### src/rtl/dm_store_buffer.sv
// ----------------------------------------------------------------------------
// dm_store_buffer
//   Posted-write store buffer sitting between the processor MEM-stage bus and
//   a single-port data memory. Stores are queued in a circular FIFO and drained
//   to memory on any cycle the processor is not loading. Loads go to memory in
//   the same cycle; if a buffered store matches the load's word address, the
//   youngest matching entry supplies the data instead of memory.
//
//   Optional feature macro: SB_COALESCE_EN
//     When defined, a store to the same word as the youngest entry overwrites
//     that entry's data in place instead of allocating a new entry.
//
// Ports
//   clk          in   rising-edge clock
//   rst          in   asynchronous active-low reset
//   MEM_mem_cmd  in   processor bus command (BUS_NONE / BUS_LOAD / BUS_STORE)
//   MEM_mem_addr in   processor byte address (word aligned)
//   MEM_mem_din  in   processor store data
//   DM_mem_dout  out  load data to processor (combinational, forwarded on hit)
//   SB_full      out  store refused this cycle; processor must hold it
//   SB_empty     out  buffer holds no entries
//   sb_mem_cmd   out  command to memory
//   sb_mem_addr  out  address to memory
//   sb_mem_din   out  write data to memory
//   mem_dout     in   memory read data (combinational)
//   mem_ready    in   memory accepts a presented store this cycle
// ----------------------------------------------------------------------------
`ifndef BUS_NONE
`define BUS_NONE  2'b00
`endif
`ifndef BUS_LOAD
`define BUS_LOAD  2'b01
`endif
`ifndef BUS_STORE
`define BUS_STORE 2'b10
`endif

module dm_store_buffer #(
    parameter int DEPTH = 4,
    parameter int AW    = 32
) (
    input  logic          clk,
    input  logic          rst,
    input  logic [1:0]    MEM_mem_cmd,
    input  logic [AW-1:0] MEM_mem_addr,
    input  logic [31:0]   MEM_mem_din,
    output logic [31:0]   DM_mem_dout,
    output logic          SB_full,
    output logic          SB_empty,
    output logic [1:0]    sb_mem_cmd,
    output logic [AW-1:0] sb_mem_addr,
    output logic [31:0]   sb_mem_din,
    input  logic [31:0]   mem_dout,
    input  logic          mem_ready
);

    localparam int          PW      = $clog2(DEPTH);
    localparam int          WW      = AW - 2;
    localparam logic [PW:0] L_DEPTH = (PW+1)'(DEPTH);

    logic [WW-1:0]    r_addr [DEPTH];
    logic [31:0]      r_data [DEPTH];
    logic [DEPTH-1:0] r_vld;
    logic [PW-1:0]    r_head;
    logic [PW-1:0]    r_tail;
    logic [PW:0]      r_count;

    logic [WW-1:0] w_waddr;
    logic          w_is_load;
    logic          w_is_store;
    logic          w_drain;
    logic          w_coal;
    logic          w_enq;
    logic [31:0]   w_fwd;
    logic          w_unused;

    assign w_waddr    = MEM_mem_addr[AW-1:2];
    assign w_is_load  = (MEM_mem_cmd == `BUS_LOAD);
    assign w_is_store = (MEM_mem_cmd == `BUS_STORE);
    // byte-offset bits are always zero for word-aligned traffic
    assign w_unused   = &{1'b0, MEM_mem_addr[1:0]};

    // Memory port arbitration: loads always win; otherwise present the head.
    always_comb begin
        sb_mem_cmd  = `BUS_NONE;
        sb_mem_addr = '0;
        sb_mem_din  = '0;
        if (w_is_load) begin
            sb_mem_cmd  = `BUS_LOAD;
            sb_mem_addr = MEM_mem_addr;
        end else if (r_count != '0) begin
            sb_mem_cmd  = `BUS_STORE;
            sb_mem_addr = {r_addr[r_head], 2'b00};
            sb_mem_din  = r_data[r_head];
        end
    end

    assign w_drain = (sb_mem_cmd == `BUS_STORE) && mem_ready;

    // Forwarding: walk entries oldest to youngest so the youngest hit wins.
    // Valid entries are contiguous from head, so the walk order is age order.
    always_comb begin
        w_fwd = mem_dout;
        for (int i = 0; i < DEPTH; i++) begin
            if (r_vld[r_head + PW'(i)] && (r_addr[r_head + PW'(i)] == w_waddr))
                w_fwd = r_data[r_head + PW'(i)];
        end
    end

    assign DM_mem_dout = w_fwd;

`ifdef SB_COALESCE_EN
    logic [PW-1:0] w_last;
    assign w_last = r_tail - PW'(1);
    // Merge into the youngest entry unless that entry is leaving this cycle.
    assign w_coal = w_is_store && r_vld[w_last] && (r_addr[w_last] == w_waddr) &&
                    !((w_last == r_head) && w_drain);
`else
    assign w_coal = 1'b0;
`endif

    assign w_enq    = w_is_store && !w_coal && ((r_count != L_DEPTH) || w_drain);
    assign SB_full  = w_is_store && (r_count == L_DEPTH) && !w_drain && !w_coal;
    assign SB_empty = (r_count == '0);

    always_ff @(posedge clk or negedge rst) begin
        if (!rst) begin
            r_head  <= '0;
            r_tail  <= '0;
            r_count <= '0;
            r_vld   <= '0;
            for (int i = 0; i < DEPTH; i++) begin
                r_addr[i] <= '0;
                r_data[i] <= '0;
            end
        end else begin
            if (w_drain) begin
                r_vld[r_head] <= 1'b0;
                r_head        <= r_head + PW'(1);
            end
            // Placed after the drain so a full-buffer drain+enqueue to the
            // same slot leaves it valid.
            if (w_enq) begin
                r_addr[r_tail] <= w_waddr;
                r_data[r_tail] <= MEM_mem_din;
                r_vld[r_tail]  <= 1'b1;
                r_tail         <= r_tail + PW'(1);
            end
`ifdef SB_COALESCE_EN
            if (w_coal)
                r_data[w_last] <= MEM_mem_din;
`endif
            case ({w_enq, w_drain})
                2'b10:   r_count <= r_count + (PW+1)'(1);
                2'b01:   r_count <= r_count - (PW+1)'(1);
                default: r_count <= r_count;
            endcase
        end
    end

endmodule

### config.mk
export PLATFORM = sky130hd
export DESIGN_NAME = dm_store_buffer
export DESIGN_NICKNAME = d
export VERILOG_FILES = /design/src/rtl/dm_store_buffer.sv
export SDC_FILE = /design/constraint.sdc
export NUM_CORES = 1
export LEC_CHECK = 0
export CAP_MARGIN = 20
export CORE_MARGIN = 2
export CORE_UTILIZATION = 59
export DETAILED_ROUTE_END_ITERATION = 10
export PLACE_DENSITY_LB_ADDON = 0.25
export RECOVER_POWER = 50
export SLEW_MARGIN = 20
export SYNTH_ARGS = -nofsm -noshare
export SYNTH_HDL_FRONTEND = slang
export SYNTH_SLANG_ARGS = --single-unit
### constraint.sdc
create_clock -name clk -period 6.9 [get_ports clk]
set_input_delay 1.035 -clock clk [delete_from_list [all_inputs] [get_ports clk]]
set_output_delay 1.035 -clock clk [all_outputs]
set_load 0.05 [all_outputs]
After elaboration in Yosys (flattened, before gate mapping)
Index checks and enable logic that the tools add are counted.
- muxes and demuxes: 55
- eq/ne operators: 11
- reductions and logical operators: 16
- bitwise logic cells: 8
- magnitude comparators: 13
- $add $sub $neg: 6
- operators with widths (cell ; number):
    $mux 32 ; 17
    $mux 30 ; 9
    $bmux 32 s2 ; 4
    $bmux 30 s2 ; 4
    $bwmux 128 ; 1
    $bwmux 120 ; 1
    $eq 30x30->1 ; 4
    $demux 32 s2 ; 1
    $demux 30 s2 ; 1
    $ge 3x3->1 const B ; 5
    $lt 2x3->1 const B ; 5
    $not 2->3 ; 5
    $logic_and 1x1->1 ; 11
    $bmux 1 s2 ; 4
    $mux 4 ; 2
    $eq 2x2->1 const B ; 3
    $mux 1 ; 6
    $pmux 3 s2 ; 1
    $add 2x1->2 const B ; 2
    $add 2x2->2 const B ; 2
    $and 4x4->4 ; 1
    $demux 1 s2 ; 2
    $eq 2x1->1 const B ; 2
    $ge 2x1->1 const B ; 2
    13 further kinds ; 14
- logic and storage cells: 121
- output and inout port bits: 100
- bits in registers: 259

Longest topological paths before layout
- depth after elaboration: 10
- depth in mapped cells: 22
- gate-level depth less buffers: 10

Worst setup path before layout
OpenSTA, ideal clock, no wires.
- kind: register to output
- from: register r_head[1]
- to: output port DM_mem_dout[0]
- required time: 5865 ps
- path buffers: 10
- path slack: 334 ps
- cell stages (with the launch flop): 19
- arrival time: 5531 ps
- cells stage by stage: dfrtp_1 > buf_4 > buf_6 > buf_2 > buf_2 > buf_1 > buf_1 > inv_1 > ha_1 > buf_6 > buf_4 > buf_2 > mux4_2 > xnor2_1 > a2111oi_1 > o2111ai_1 > o41a_1 > buf_2 > a21oi_1
- word-level cells in the longest chain between the ends: 10
- RTL lines (item ; RTL line ; source):
    start: declaration ; 64 ; logic [PW-1:0] r_head;
    start signal: assignment ; 139 ; r_head <= r_head + PW'(1);
    $add 2x1->2 / $not 2->3 (equally long branches) ; 105, 106 ;
    $not 2->3 (not written as such) / $bmux 30 s2 (equally long branches) ; 105, 106 ;
    $bmux 30 s2 / $mux 30 (equally long branches) ; 105 ; if (r_vld[r_head + PW'(i)] && (r_addr[r_head + PW'(i)] == w_waddr))
    $mux 30 (not written as such) ; 105 ;
    $mux 30 (not written as such) / $eq 30x30->1 (equally long branches) ; 105 ;
    $eq 30x30->1 / $logic_and 1x1->1 (equally long branches) ; 105 ;
    $logic_and 1x1->1 / $mux 32 (equally long branches) ; 105 ;
    $mux 32 (2 in series) ; 105 ;
    $mux 32 (*) ; 105 ;
    end: declaration ; 47 ; output logic [31:0] DM_mem_dout,
Mark *: on every way between the ends. The rest lies on a longest branch, timed or not. The select of a mux whose other input is x is not followed.

Final worst setup path
- from: register r_head[1]
- to: output port DM_mem_dout[30]
Same word-level chain as after synthesis.

==> flow_metrics.py <==
metrics = {
    "drt": {
        "drtPass1Iterations": 6,
        "drtIter0Drc": 1967,
        "viasPerCell": 7.18,
        "via_count": 16299,
        "ant_nets": 0,
        "wl_per_cell_um": 26.7,
        "drt-total-wl_mm": 60.6,
        "drcViolationCount": 0,
    },
    "die": {
        "die_width_um": 190,
        "io_pins": 201,
        "die_h_um": 190,
        "die_area_mm2": 0.0361,
        "num_rows": 68,
        "core-area_mm2": 0.0343,
        "start_util_pct": 59.5,
    },
    "layout": {
        "nets": 1901,
        "syn2layout_area_growth_pct": 16.9,
        "drive_gt1_share_pct": 32.1,
    },
    "timing": {
        "rsz0062_at_grt": "no",
        "fmax_mhz": 154,
        "period_share_pct": 94.2,
        "clock-skew-final_ps": 9.48,
        "hold_viol_final": 0,
        "tightestPinTransition_ps": 5430,
        "slew_headroom_pct": -262,
        "setup_viol": 0,
        "timing.final.max_slew_violations": 202,
        "finalCriticalPeriod_ps": 6500,
        "fin_tns_setup_ps": 0,
        "fin_hold_ws_ps": 495,
    },
    "worst_setup_path": {
        "critPathMaxStageDelay_ps": 860,
        "crit_arrival_ps": 5460,
        "critical_path.max_fanout": 50,
        "crit_path_end_kind": "output pin",
        "critPathLaunchType": "flip-flop",
        "cp_top_family": "compound AO/OA/AOI/OAI gates",
        "crit_chain": "inv_1 -> ha_4 -> buf_4 -> mux2i_1 -> o221ai_1 -> or4_1 -> a2111oi_2 -> a31oi_1 -> o41a_1 -> buf_4 -> a21oi_1 -> buf_12",
        "crit_type": "flip-flop to output pin",
        "worst_ep_required_time_ps": 5860,
        "crit_path_frequent_cell": "buf_4",
        "crit_buf_inv": 4,
        "crit_slowest_cell": "ha_4",
    },
    "job": {
        "drv_cap": 4,
    },
    "cts": {
        "insertion_delay_ps": 580,
        "clkTransAtPathRegs_ps": 60,
        "cts_root_buffer": "clkbuf_16",
        "cts_setup_buffers": 0,
        "cts_resized": 0,
        "h-tree-depth": 1,
        "clockBufferDepth": 3,
        "numCtsBuffers": 30,
        "cts_hold_buf": 0,
        "cts_tree": "built",
        "clock_sinks": 259,
    },
    "yosys": {
        "avgSynthCellArea_um2": 12.0,
        "yosys_warnings": 0,
        "synth_top_area_share_pct": 31.8,
        "async_flop_share_pct": 100,
        "syn-num-nets": 1817,
        "synthFlopType": "dfrtp_1",
        "synth_area_leaders": "dfrtp_1 32%, mux4_2 22%, mux2_2 12%, mux2i_1 7.1%, xnor2_1 2.8%",
        "synth_top_area_cell": "dfrtp_1",
        "synth.yosys.seq_area_share_pct": 31.8,
        "synthTopCellsByCount": "259 x dfrtp_1, 214 x mux2_2, 199 x mux4_2, 144 x mux2i_1, 100 x clkbuf_1",
        "synth.most_common_cell": "dfrtp_1",
        "synthCells": 1707,
        "synth_edf_count": 0,
        "syn_area_mm2": 0.0204,
        "synth.distinct_cells": 62,
        "ys_seq_elements": 259,
    },
    "pwr": {
        "ir_drop_mv": 0.776,
        "p_per_area_mw_per_mm2": 598,
        "leakagePower_nw": 9.51,
    },
    "grt": {
        "grt_usage_pct": 33.5,
        "grt_max_degree": 125,
        "antenna_found_initial": 2,
        "grt_remaining_overflow": 0,
        "grt_pass1_vias": 15983,
        "grt_pass1_wl_mm": 94.1,
    },
    "placed_design": {
        "dpl.hpwl_mm": 39.1,
        "portBuffers": 200,
        "gp_congestion": 1.04,
    },
    "status": {
        "failed_checks": "max-capacitance violations, max-slew violations",
        "status": "finished, violations left",
    },
    "hold_path": {
        "hp-class": "flip-flop to flip-flop",
    },
}
[metal layers]
layer  share of wire, %  GRT usage, %
met5              0.026             0
met4                3.1          10.8
met2                 47          52.4
met1                 39          47.5
met3                 10          6.60
[registers in the layout, summed over array words and instances (netlist names)]
signal	flops
r_data	128
r_addr	120
r_vld	4
r_count	3
r_head	2
r_tail	2
[per-stage QoR]
step           util, %  instance area [um2]  worst slack (ps)  cells  power (W)
2_1_floorplan        -                20400               334   1707     0.0100
3_3_place_gp      66.6                22800               831   2214     0.0122
3_5_place_dp      66.6                22800               731   2214     0.0124
4_1_cts           69.7                23900               425   2270     0.0142
5_1_grt           69.6                23900               114   2271     0.0149
6_report          69.6                23900               403   2271     0.0143
[worst paths after layout]
check	startpoint	endpoint	slack, ps	cells after the start
worst max-delay path	r_head[1]	DM_mem_dout[30]	400	12
worst min-delay path	r_count[2]	r_count[2]	500	1
worst max register to register	r_count[0]	r_data[1]	2640	5
worst min register to register	r_count[2]	r_count[2]	500	1
max in group asynchronous	rst	r_data[121]	1080	2
min in group asynchronous	rst	r_addr[46]	2450	1
[report_power, final]
group | switching, W | internal [W] | leakage [nW]
logic | 0.00484 | 0.00445 | 5.86
clock network | 0.000715 | 0.00102 | 0.510
registers | 0.000969 | 0.00229 | 3.13
total | 0.00652 | 0.00775 | 9.51
[cells in the final DEF (no fill, tap or decap), types with 32 or more instances in the layout]
cell type        synthesis  final
xnor2_1                 65     65
mux4_2                 199    199
a311oi_1                32     32
clkdlybuf4s50_1          0    165
buf_12                   1     37
xor2_1                  33     33
nand2_1                 99     99
mux2i_1                144    144
o21ai_0                 60     60
a2bb2oi_1               35     35
a31o_2                  32     32
a21oi_1                 47     47
and2_1                  35     34
dfrtp_1                259    257
mux2_2                 214    213
nor2_1                  54     53
or4_1                   35     34
[logic make-up (layout without fill, tap and decap cells)]
family	count (synthesis)	in the layout	synth area share, %
other	0	1	0
muxes	557	557	40.8
DFF	259	259	31.8
and+or+nand+nor	265	265	6.46
adders and majority gates	9	9	0.589
xor gates and xnor gates	98	98	4.21
buffers and inverters	207	315	4.84
AOI/OAI and AO/OA	312	312	11.3
[area by class of cell]
class                           instances  area [um2]
Antenna cell                            1        2.50
Tap cell                              455         569
Timing Repair Buffer                  238        2660
Clock buffer                           34         786
Clock inverter                         22         289
Fill cell                            2467       10400
Sequential cell                       259        6490
Inverter                               21        78.8
Multi-Input combinational cell       1241       13000
No activity file was read; power rests on OpenSTA's default activity.
